[src/rtl/gen_register_file.sv]
// ---------------------------------------------------------------------------
// gen_register_file
//
// Multi-entry general-purpose register file for the datapath: DEPTH entries
// of WIDTH bits, two combinational read ports, one byte-enabled synchronous
// write port, an optional hardwired-zero R0, optional write-to-read bypass
// and a per-register pending-write scoreboard.
//
// Ports:
//   clk                  clock; all state updates on the rising edge
//   clr                  synchronous active-high reset (dominates all else)
//   wr_en/wr_addr        write strobe and destination register
//   wr_data/wr_be        write data and per-byte enables
//   rd_addr_a/rd_data_a  read port A (combinational)
//   rd_addr_b/rd_data_b  read port B (combinational)
//   resv_en/resv_addr    reserve a destination register (sets pending bit)
//   busy_a/busy_b        pending-write status of the read addresses
//   pend_count           registered number of pending registers
// ---------------------------------------------------------------------------
module gen_register_file #(
  parameter int WIDTH   = 32,
  parameter int DEPTH   = 16,
  parameter int R0_ZERO = 1,
  parameter int BYPASS  = 1,
  parameter int ADDR_W  = $clog2(DEPTH)
) (
  input  logic                       clk,
  input  logic                       clr,
  input  logic                       wr_en,
  input  logic [ADDR_W-1:0]          wr_addr,
  input  logic [WIDTH-1:0]           wr_data,
  input  logic [WIDTH/8-1:0]         wr_be,
  input  logic [ADDR_W-1:0]          rd_addr_a,
  output logic [WIDTH-1:0]           rd_data_a,
  input  logic [ADDR_W-1:0]          rd_addr_b,
  output logic [WIDTH-1:0]           rd_data_b,
  input  logic                       resv_en,
  input  logic [ADDR_W-1:0]          resv_addr,
  output logic                       busy_a,
  output logic                       busy_b,
  output logic [$clog2(DEPTH+1)-1:0] pend_count
);

  localparam int                NBYTES  = WIDTH / 8;
  localparam int                CNT_W   = $clog2(DEPTH + 1);
  localparam logic [ADDR_W:0]   DEPTH_L = (ADDR_W + 1)'(DEPTH);

  if ((WIDTH % 8) != 0) begin : g_bad_width
    $error("gen_register_file: WIDTH must be a multiple of 8");
  end

  // Storage and scoreboard state.
  logic [WIDTH-1:0] r_regs [DEPTH];
  logic [DEPTH-1:0] r_pend;
  logic [CNT_W-1:0] r_pend_count;

  // Combinational helpers.
  logic             w_wr_ok;
  logic             w_resv_ok;
  logic [WIDTH-1:0] w_wr_old;
  logic [WIDTH-1:0] w_wr_merged;
  logic [DEPTH-1:0] w_pend_nxt;
  logic [CNT_W-1:0] w_pend_cnt_nxt;
  logic [ADDR_W-1:0] w_rd_addr [2];
  logic [WIDTH-1:0]  w_rd_data [2];
  logic              w_busy    [2];

  // Addresses at or beyond DEPTH do not exist when DEPTH is not a power of two.
  function automatic logic in_range(input logic [ADDR_W-1:0] addr);
    return {1'b0, addr} < DEPTH_L;
  endfunction

  function automatic logic is_r0(input logic [ADDR_W-1:0] addr);
    return (R0_ZERO != 0) && (addr == '0);
  endfunction

  // A write or reservation only takes effect on a real, writable register;
  // everything downstream keys off these qualified strobes.
  assign w_wr_ok   = wr_en   && in_range(wr_addr)   && !is_r0(wr_addr);
  assign w_resv_ok = resv_en && in_range(resv_addr) && !is_r0(resv_addr);

  // Post-write value of the target register: new bytes where enabled,
  // stored bytes elsewhere. Feeds both the array update and the bypass.
  // NOTE: every always_comb output gets a default before any conditional
  // assignment, so no path leaves it unassigned and no latch is inferred.
  always_comb begin
    w_wr_old = '0;
    if (in_range(wr_addr)) begin
      w_wr_old = r_regs[wr_addr];
    end
    for (int i = 0; i < NBYTES; i++) begin
      w_wr_merged[8*i +: 8] = wr_be[i] ? wr_data[8*i +: 8] : w_wr_old[8*i +: 8];
    end
  end

  // Next scoreboard state: the write retires first, then a reservation to the
  // same register re-arms it, so a simultaneous set wins over the clear.
  always_comb begin
    w_pend_nxt = r_pend;
    if (w_wr_ok) begin
      w_pend_nxt[wr_addr] = 1'b0;
    end
    if (w_resv_ok) begin
      w_pend_nxt[resv_addr] = 1'b1;
    end
  end

  // Population count of the next pending vector, registered alongside it so
  // pend_count and the pending bits never disagree.
  always_comb begin
    w_pend_cnt_nxt = '0;
    for (int r = 0; r < DEPTH; r++) begin
      w_pend_cnt_nxt = w_pend_cnt_nxt + CNT_W'(w_pend_nxt[r]);
    end
  end

  // Both read ports share one description; they are fully independent.
  assign w_rd_addr[0] = rd_addr_a;
  assign w_rd_addr[1] = rd_addr_b;

  always_comb begin
    for (int p = 0; p < 2; p++) begin
      w_rd_data[p] = '0;
      w_busy[p]    = 1'b0;
      if (in_range(w_rd_addr[p]) && !is_r0(w_rd_addr[p])) begin
        w_rd_data[p] = r_regs[w_rd_addr[p]];
        w_busy[p]    = r_pend[w_rd_addr[p]];
        if ((BYPASS != 0) && w_wr_ok && (wr_addr == w_rd_addr[p])) begin
          w_rd_data[p] = w_wr_merged;
          // The forwarded value is final unless a new producer claims the
          // register in this same cycle.
          if (!(w_resv_ok && (resv_addr == w_rd_addr[p]))) begin
            w_busy[p] = 1'b0;
          end
        end
      end
    end
  end

  assign rd_data_a  = w_rd_data[0];
  assign rd_data_b  = w_rd_data[1];
  assign busy_a     = w_busy[0];
  assign busy_b     = w_busy[1];
  assign pend_count = r_pend_count;

  // NOTE: clr must zero every entry, so the array is built from resettable
  // flops rather than inferred as a RAM macro, which cannot be bulk-cleared.
  // NOTE: sequential state uses non-blocking assignments only, so every flop
  // samples values from before the edge regardless of statement order.
  always_ff @(posedge clk) begin
    if (clr) begin
      for (int r = 0; r < DEPTH; r++) begin
        r_regs[r] <= '0;
      end
      r_pend       <= '0;
      r_pend_count <= '0;
    end else begin
      if (w_wr_ok) begin
        r_regs[wr_addr] <= w_wr_merged;
      end
      r_pend       <= w_pend_nxt;
      r_pend_count <= w_pend_cnt_nxt;
    end
  end

endmodule
[config.mk]
export PLATFORM = sky130hd
export DESIGN_NAME = gen_register_file
export DESIGN_NICKNAME = d
export VERILOG_FILES = /design/src/rtl/gen_register_file.sv
export SDC_FILE = /design/constraint.sdc
export NUM_CORES = 1
export LEC_CHECK = 0
export BUFFER_PORTS_ARGS = -buffer_cell sky130_fd_sc_hd__buf_2
export CAP_MARGIN = 20
export CORE_AREA = 2 2 275 277
export DETAILED_ROUTE_END_ITERATION = 16
export DIE_AREA = 0 0 277 279
export PLACE_DENSITY = 0.68
export RECOVER_POWER = 50
export SYNTH_ARGS = -nofsm -noshare
export SYNTH_HDL_FRONTEND = slang
export SYNTH_SLANG_ARGS = --single-unit
[constraint.sdc]
create_clock -name clk -period 6.8 [get_ports clk]
set_clock_uncertainty 0.15 [all_clocks]
set_input_delay 0.34 -clock clk [delete_from_list [all_inputs] [get_ports clk]]
set_output_delay 0.34 -clock clk [all_outputs]
set_load 0.02 [all_outputs]
# Yosys cells after proc, flatten, opt, wreduce, memory -nomap -nowiden
# Memories as Yosys holds them, arrays and structs flattened.
# Cells that the tools add are included.
[op_classes]
add_sub_neg = 15
order_cmp = 6
n_eq_ne = 4
muxes = 32
bitwise_logic = 3
n_reduce_logical = 15
[op_table]
columns = ["op", "n"]
rows = [
  ["32-bit two-way mux", 5],
  ["5-bit by 1-bit adder with 5-bit output", 11],
  ["16-bit two-way mux", 2],
  ["8-bit two-way mux", 4],
  ["32-bit OR reduction", 1],
  ["4-bit by 5-bit < comparator with 1-bit output (second input constant)", 4],
  ["16-bit AND", 1],
  ["4-bit equality test", 4],
  ["4-bit zero test", 4],
  ["1-bit two-way mux", 16],
  ["16-bit NOT", 1],
  ["16-bit bitwise OR", 1],
  ["1-bit binary-select mux with 4-bit select", 2],
  ["1-bit demux with 4-bit select", 2],
  ["4-bit by 1-bit greater-or-equal comparator with 1-bit output (second input constant)", 2],
  ["1-bit logical AND", 8],
  ["4-bit by 1-bit adder with 5-bit output", 1],
  ["3-bit by 1-bit adder with 4-bit output", 1],
  ["4-bit two-way mux", 1],
  ["2-bit by 1-bit adder with 3-bit output", 1],
  ["1-bit by 1-bit adder with 2-bit output", 1],
  ["1-bit zero test", 2],
]
[totals]
regBits = 21
ramBits = 512
inputBits = 56
out_inout_bits = 71
word_cells = 78
memories = 1
[memory_table]
columns = ["name", "depth", "width", "rd", "rd_clocked_by_memory_dff", "wr", "line_no", "text"]
rows = [
  ["r_regs", 16, 32, 3, 0, 16, "53", "logic [WIDTH-1:0] r_regs [DEPTH];"],
]

# Longest topological paths before layout
# Gate-level depths: netlist of run 1.
[depth]
depth_word = 24
depth_mapped = 20
ltp_nobuf = 17

# Worst setup path after synthesis of run 1
# OpenSTA, ideal clock, no wires.
[synth_path]
kind = "in2reg"
from = "input port wr_addr[2]"
to = "register r_pend_count[4] (netlist: pend_count[4])"
setup_time_ns = 0.080
arrival_time_ns = 4.737
required_time_ns = 6.570
slack_ns = 1.833
cell_stages = 18
n_path_buf = 3
cell_sequence = "buf_2 > clkbuf_1 > clkbuf_1 > nor2b_1 > nand2_1 > o21a_1 > a21oi_1 > fa_1 > fa_1 > fa_1 > inv_1 > fa_1 > ha_1 > inv_1 > fa_1 > inv_1 > a21oi_1 > nor3b_1"
[synth_between]
elab_chain_cells = 24
word_cells_on_any_way = 28
classes_between = "15 x add/sub; 2 x order compare; 4 x mux; 3 x bitwise; 4 x reduce/logical"
[synth_rtl]
columns = ["element", "line_no", "text"]
rows = [
  ["from (decl)", "30", "input logic [ADDR_W-1:0] wr_addr,"],
  ["4-bit by 5-bit < comparator with 1-bit output (implied by the code) / 4-bit by 1-bit greater-or-equal comparator with 1-bit output (equally long branches)", "101", "w_pend_nxt[wr_addr] = 1'b0;"],
  ["1-bit logical AND (implied by the code)", "101", ""],
  ["1-bit two-way mux (implied by the code)", "101", ""],
  ["1-bit demux with 4-bit select", "101", ""],
  ["16-bit NOT (no line)", "n/a", ""],
  ["16-bit AND (no line)", "n/a", ""],
  ["16-bit two-way mux (*)", "100", "if (w_wr_ok) begin"],
  ["16-bit bitwise OR (no line)", "n/a", ""],
  ["16-bit two-way mux (*)", "103", "if (w_resv_ok) begin"],
  ["1-bit by 1-bit adder with 2-bit output", "113", "w_pend_cnt_nxt = w_pend_cnt_nxt + CNT_W'(w_pend_nxt[r]);"],
  ["2-bit by 1-bit adder with 3-bit output", "113", ""],
  ["3-bit by 1-bit adder with 4-bit output", "113", ""],
  ["4-bit by 1-bit adder with 5-bit output", "113", ""],
  ["5-bit by 1-bit adder with 5-bit output (10 in series)", "113", ""],
  ["5-bit by 1-bit adder with 5-bit output (*)", "113", ""],
  ["to (signal assigned)", "162", "r_pend_count <= w_pend_cnt_nxt;"],
  ["to (decl)", "55", "logic [CNT_W-1:0] r_pend_count;"],
]
# Every way passes the cells marked *; elsewhere a longest branch is shown, timed or not.
# A chain may end at the register's enable or synchronous reset.

==> results of run 1 <==
-- cell families (layout without fill, tap and decap cells) --
| kind of cell | count (synthesis) | count (layout) | synth area share, % |
|---|---|---|---|
| XOR/XNOR | 18 | 18 | 0.475 |
| flip-flops | 533 | 533 | 47.6 |
| multiplexers | 550 | 550 | 25.7 |
| AND/OR/NAND/NOR | 763 | 763 | 11.4 |
| other | 1 | 33 | 0.0113 |
| adder cells (fa/ha/maj) | 15 | 15 | 0.791 |
| buffers and inverters | 299 | 335 | 4.50 |
| AO/OA/AOI/OAI | 412 | 412 | 9.58 |
-- critical path, stage by stage --
cell      delay (ns)
clkbuf_1        2.16
clkbuf_1        1.55
o21bai_1        0.60
clkbuf_2        1.17
-- through the flow --
stage	hold WS, ns	utilization [%]	power [mW]	std cells	setup WS [ns]
2_1_floorplan	0.286	-	4.90	2622	1.83
3_3_place_gp	0.343	46.6	5.37	3512	1.47
3_5_place_dp	0.349	46.7	5.40	3513	1.37
4_1_cts	0.0235	49.3	8.63	3620	1.96
5_1_grt	0.00126	49.1	8.86	3627	0.993
6_report	-0.0139	49.1	8.70	3628	0.990
-- cell type report --
| cell class | count | area [µm²] | area share, % |
|---|---|---|---|
| Antenna cell | 1 | 2.50 | 0.00688 |
| Clock buffer | 66 | 1460 | 4.01 |
| Clock inverter | 38 | 458 | 1.26 |
| Inverter | 17 | 63.8 | 0.175 |
| Multi-Input combinational cell | 1790 | 16100 | 44.3 |
| Sequential cell | 533 | 15800 | 43.4 |
| Tap cell | 969 | 1210 | 3.33 |
| Timing Repair Buffer | 214 | 1290 | 3.54 |
-- what timing repair did --
action / CTS / global route
setup buffers: 0 / 0
hold endpoints to repair: 3 / 0
setup endpoints to repair: 0 / 0
hold buffers: 3 / 0
-- path summary, 6_finish.rpt --
kind	depth (start not counted)	to	slack (ns)	from
max	4	r_regs[13][15]	0.99	clr
max reg2reg	12	pend_count[2]	2.78	r_pend[5]
min reg2reg	1	r_pend[0]	0.36	r_pend[0]
min	3	r_regs[12][19]	-0.01	wr_data[19]
-- flip-flops by register name (all words and copies together) (netlist names) --
name	cells
pend_count	5
r_regs	512
r_pend	16
-- power by group through the flow --
stage | logic (mW) | clock network, mW | registers (mW)
floorplan | 1.01 | 0 | 3.89
global placement | 1.45 | 0 | 3.91
detailed placement | 1.47 | 0 | 3.93
CTS | 1.48 | 3.30 | 3.86
global route | 1.56 | 3.42 | 3.88
finish | 1.52 | 3.31 | 3.87
-- per-layer routing --
layer,up-vias,part of all wire (%),wire length (µm)
met1,13243,33,43800
met4,0,8.5,11300
li1,10356,-,-
met3,776,15,20100
met5,-,0,0
met2,2728,44,58200
-- synthesized netlist by cell type (8+ instances only) --
cell / count
edfxtp_1: 512
nor2_1: 314
mux2i_1: 264
nor3_1: 247
mux4_2: 236
o22ai_1: 157
clkbuf_1: 146
a211oi_1: 77
buf_2: 68
o32ai_1: 58
mux2_2: 50
nor2b_1: 46
nand2_1: 43
a221oi_1: 30
buf_4: 28
o21ai_0: 27
or2_2: 26
buf_6: 24
nand2b_1: 23
dfxtp_1: 21
buf_1: 16
inv_1: 16
nor4_4: 14
or3_1: 14
a21oi_1: 13
fa_1: 10
o41ai_4: 10
xnor2_1: 10
nand3_1: 8
xor2_1: 8
==> results.sh, run 1 <==
export IMPL_synth_cell_types=55
export IMPL_synth_top_flop_cell="edfxtp_1"
export IMPL_hold_violations=4
export IMPL_critical_path_arrival_ns=5.89
export IMPL_post_route_cell_area_mm2=0.0364
export IMPL_comb_power_share_pct=17.4
export IMPL_grt_pass1_wl_um=189000
export IMPL_row_count=100
export IMPL_syn_area_mm2=0.0332
export IMPL_hold_ws_ns=-0.0139
export IMPL_relSlewSlack_pct=-129
export IMPL_finalNetCount=2683
export IMPL_yosysTopAreaCell="edfxtp_1"
export IMPL_clkTransAtPathRegs_ns=0.06
export IMPL_drt_first_pass_iters=5
export IMPL_track_usage_pct=33.9
export IMPL_vias_per_cell=7.47
export IMPL_drv_slew=646
export IMPL_grtUsageMet1_pct=41.5
export IMPL_power_switching_mw=2.46
export IMPL_p_int_mw=6.24
export IMPL_detail_route_antenna_nets=0
export IMPL_p_per_area_mw_per_mm2=239
export IMPL_routed_wl_um=133000
export IMPL_peakVddDrop_v=0.000199
export IMPL_power_leakage_nw=13.2
export IMPL_use_met3_pct=9.91
export IMPL_syn2layout_area_growth_pct=9.56
export IMPL_grt_pass1_vias=26997
export IMPL_dieArea_mm2=0.0773
export IMPL_fillers=6389
export IMPL_final_setup_tns_ns=0
export IMPL_yosysWarnings=0
export IMPL_cts_resized=0
export IMPL_synth_edf_count=512
export IMPL_critical_path_class="in -> reg"
export IMPL_dp_hpwl_um=74500
export IMPL_swShare_pct=28.3
export IMPL_drv_cap=23
export IMPL_status="finished with violations"
export IMPL_grt_antenna_before_repair=0
export IMPL_violations="negative hold slack, max-capacitance violations, max-slew violations"
export IMPL_seq_area_frac_synth_pct=47.6
export IMPL_pwr_share_seq_pct=44.5
export IMPL_synth_area_leaders="edfxtp_1 46%, mux4_2 16%, mux2i_1 8.0%, nor3_1 3.7%, nor2_1 3.5%"
export IMPL_io_buffer_count=126
export IMPL_io_pin_count=127
export IMPL_htreeDepth=2
export IMPL_gp_congestion=0.940
export IMPL_start_kind="input pin"
export IMPL_die_h_um=279
export IMPL_rsz0062_at_grt="no"
export IMPL_first_iter_violations=4852
export IMPL_clk_latency_ns=0.64
export IMPL_met2_usage_pct=51.8
export IMPL_num_vias=27103
export IMPL_final_common_cell="edfxtp_1"
export IMPL_coreArea_mm2=0.0741
export IMPL_dpl_instance_area_mm2=0.0346
export IMPL_worstMarginPinSlew_ns=3.43
export IMPL_cts_made_buffers=56
export IMPL_busiest_layer="met2"
export IMPL_layout_drive_gt1_share_pct=24.2
export IMPL_finalCritPeriodShare_pct=85.4
export IMPL_netlist_instances=2591
export IMPL_grt_overflow=0
export IMPL_die_x_um=277
export IMPL_hold_class="in -> reg"
export IMPL_synth_async_sr_flop_share_pct=0
export IMPL_cp_end_kind="flip-flop"
export IMPL_clk_path_buf_depth=3
export IMPL_required_ns=6.88
export IMPL_clock_sinks=533
export IMPL_final_cell_mix="512 x edfxtp_1, 314 x nor2_1, 264 x mux2i_1"
export IMPL_final_setup_viol_count=0
export IMPL_wl_per_cell_um=36.8
export IMPL_grt_max_degree=98
export IMPL_clkPwrFrac_pct=38.0
export IMPL_cts_root_buf="clkbuf_16"
export IMPL_worstPathMaxFanout=38
export IMPL_start_util_pct=44.8
export IMPL_period_minus_slack_ns=5.81
export IMPL_route_detailed_drc=0
export IMPL_netlist_area_leader_share_pct=46.3
export IMPL_ys_ff_latch=533
export IMPL_cts_tree="yes"
export IMPL_avgSynthCellArea_um2=12.8
export IMPL_fmax_mhz=172
No activity file was read; power rests on OpenSTA's default activity.
==> inputs of run 2 (changes only) <==
- CAP_MARGIN: 20 -> unset
- PLACE_DENSITY: 0.68 -> 0.65
==> results.sh, run 2 (same netlist as run 1, synthesis figures left out) <==
export IMPL_violations="max-capacitance violations, max-slew violations"
export IMPL_grt_overflow=0
export IMPL_cts_root_buf="clkbuf_16"
export IMPL_first_iter_violations=4284
export IMPL_row_count=100
export IMPL_gp_congestion=0.911
export IMPL_peakVddDrop_v=0.000191
export IMPL_use_met3_pct=10.0
export IMPL_dpl_cell_count=3516
export IMPL_antenna_cells=0
export IMPL_hold_violations=0
export IMPL_status="finished with violations"
export IMPL_drt_first_pass_iters=6
export IMPL_layout_drive_gt1_share_pct=23.9
export IMPL_io_buffer_count=126
export IMPL_grt_max_degree=86
export IMPL_coreArea_mm2=0.0741
export IMPL_final_common_cell="edfxtp_1"
export IMPL_power_leakage_nw=13.1
export IMPL_num_vias=26992
export IMPL_critical_path_class="in -> reg"
export IMPL_start_util_pct=44.8
export IMPL_grt_antenna_before_repair=2
export IMPL_finalCritPeriodShare_pct=90.0
export IMPL_hold_ws_ns=0.0311
export IMPL_p_total_mw=8.55
export IMPL_route_detailed_drc=0
export IMPL_routed_wl_um=134000
export IMPL_grtUsageMet1_pct=41.8
export IMPL_final_setup_tns_ns=0
export IMPL_finalNetCount=2681
export IMPL_worst_path_largest_cell_delay_ns=2.09
export IMPL_htreeDepth=2
export IMPL_dieArea_mm2=0.0773
export IMPL_rsz0062_at_grt="no"
export IMPL_final_cells=3626
export IMPL_postCtsSetupBuffers=0
export IMPL_io_pin_count=127
export IMPL_cpMaxStageDelayCell="clkbuf_1"
export IMPL_cts_tree="yes"
export IMPL_clock_sinks=533
export IMPL_drv_slew=667
export IMPL_die_h_um=279
export IMPL_cp_end_kind="flip-flop"
export IMPL_worstMarginPinSlew_ns=3.74
export IMPL_cts_resized=0
export IMPL_crit_top_cell="clkbuf_1"
export IMPL_clkTransAtPathRegs_ns=0.06
export IMPL_cts_made_buffers=58
export IMPL_dp_hpwl_um=75900
export IMPL_start_kind="input pin"
export IMPL_detail_route_antenna_nets=0
export IMPL_clk_path_buf_depth=3
export IMPL_path_delay_family="buffers and inverters"
export IMPL_worstPathMaxFanout=43
export IMPL_regMostFlops="r_regs"
export IMPL_busiest_layer="met2"
export IMPL_period_minus_slack_ns=6.12
export IMPL_largest_reg_flops=512
export IMPL_p_per_area_mw_per_mm2=236
export IMPL_grt_pass1_vias=26853
export IMPL_cp_num_buf_inv=3
export IMPL_clk_latency_ns=0.64
export IMPL_track_usage_pct=34.0
export IMPL_final_cell_mix="512 x edfxtp_1, 314 x nor2_1, 264 x mux2i_1"
export IMPL_fmax_mhz=163
export IMPL_grt_pass1_wl_um=189000
export IMPL_die_x_um=277
export IMPL_drv_cap=24
export IMPL_crit_chain="clkbuf_1 > clkbuf_1 > o21bai_1 > clkbuf_2"
export IMPL_met2_usage_pct=52.1
export IMPL_wl_per_cell_um=36.9
export IMPL_critical_path_arrival_ns=6.22
export IMPL_hold_class="in -> reg"
export IMPL_relSlewSlack_pct=-149
export IMPL_final_setup_viol_count=0
export IMPL_vias_per_cell=7.44
export IMPL_syn2layout_area_growth_pct=9.11
export IMPL_required_ns=6.90
run 2: cell count changes in the layout (fill, tap and decap cells not counted), moves of 3 or more:
cell       previous run  this run
clkbuf_1             29        36
bufinv_16            11         5
buf_4                67        52
clkinv_2             13        16
run 2: what timing repair did:
action,4_1_cts,5_1_grt
hold buffers,3,0
endpoints found under the hold margin,3,0
endpoints found under the setup margin,0,0
run 2: final timing paths:
kind	from	slack (ns)	depth (start not counted)	endpoint
min reg2reg	r_pend[0]	0.38	1	r_pend[0]
max reg2reg	r_pend[9]	2.81	12	pend_count[2]
min	resv_addr[1]	0.03	4	r_pend[4]
max	clr	0.68	4	r_regs[13][21]
run 2: area by class of cell:
| class | count | area [µm²] |
|---|---|---|
| clock buffers | 68 | 1530 |
| clock inverters | 39 | 325 |
| fillers | 6512 | 37800 |
| inverters | 17 | 63.8 |
| multi-input cells | 1790 | 16100 |
| flip-flops and latches | 533 | 15800 |
| well taps | 969 | 1210 |
| repair buffers | 210 | 1220 |
run 2: routing by layer:
metal | routed length [µm] | share of wire, % | up-vias
met5 | 13 | 0.0097 | -
met4 | 10900 | 8.1 | 2
met3 | 19400 | 15 | 714
met2 | 58900 | 44 | 2612
met1 | 44700 | 33 | 13295
li1 | - | - | 10369
run 2: tightest hold or removal path, delay by kind of cell:
family                 cells  cell delay (ns)
buffers and inverters      1             0.14
and+or+nand+nor            2             0.22
AOI/OAI and AO/OA          1             0.06
run 2: report_power, final:
group          total (mW)  switching (mW)  internal, mW  leakage, nW
logic                1.51           0.967         0.539         6.72
clock network        3.17            1.38          1.79        0.926
registers            3.88           0.121          3.76         5.45
total                8.55            2.47          6.08         13.1
run 2: stage by stage:
step | instance area (µm²) | setup slack (ns) | util, %
after floorplan | 33300 | 1.83 | -
after global placement | 34600 | 1.33 | 46.7
after detailed placement | 34600 | 1.23 | 46.7
after CTS | 36500 | 1.72 | 49.2
after global routing | 36200 | 0.743 | 48.9
final | 36200 | 0.683 | 48.9
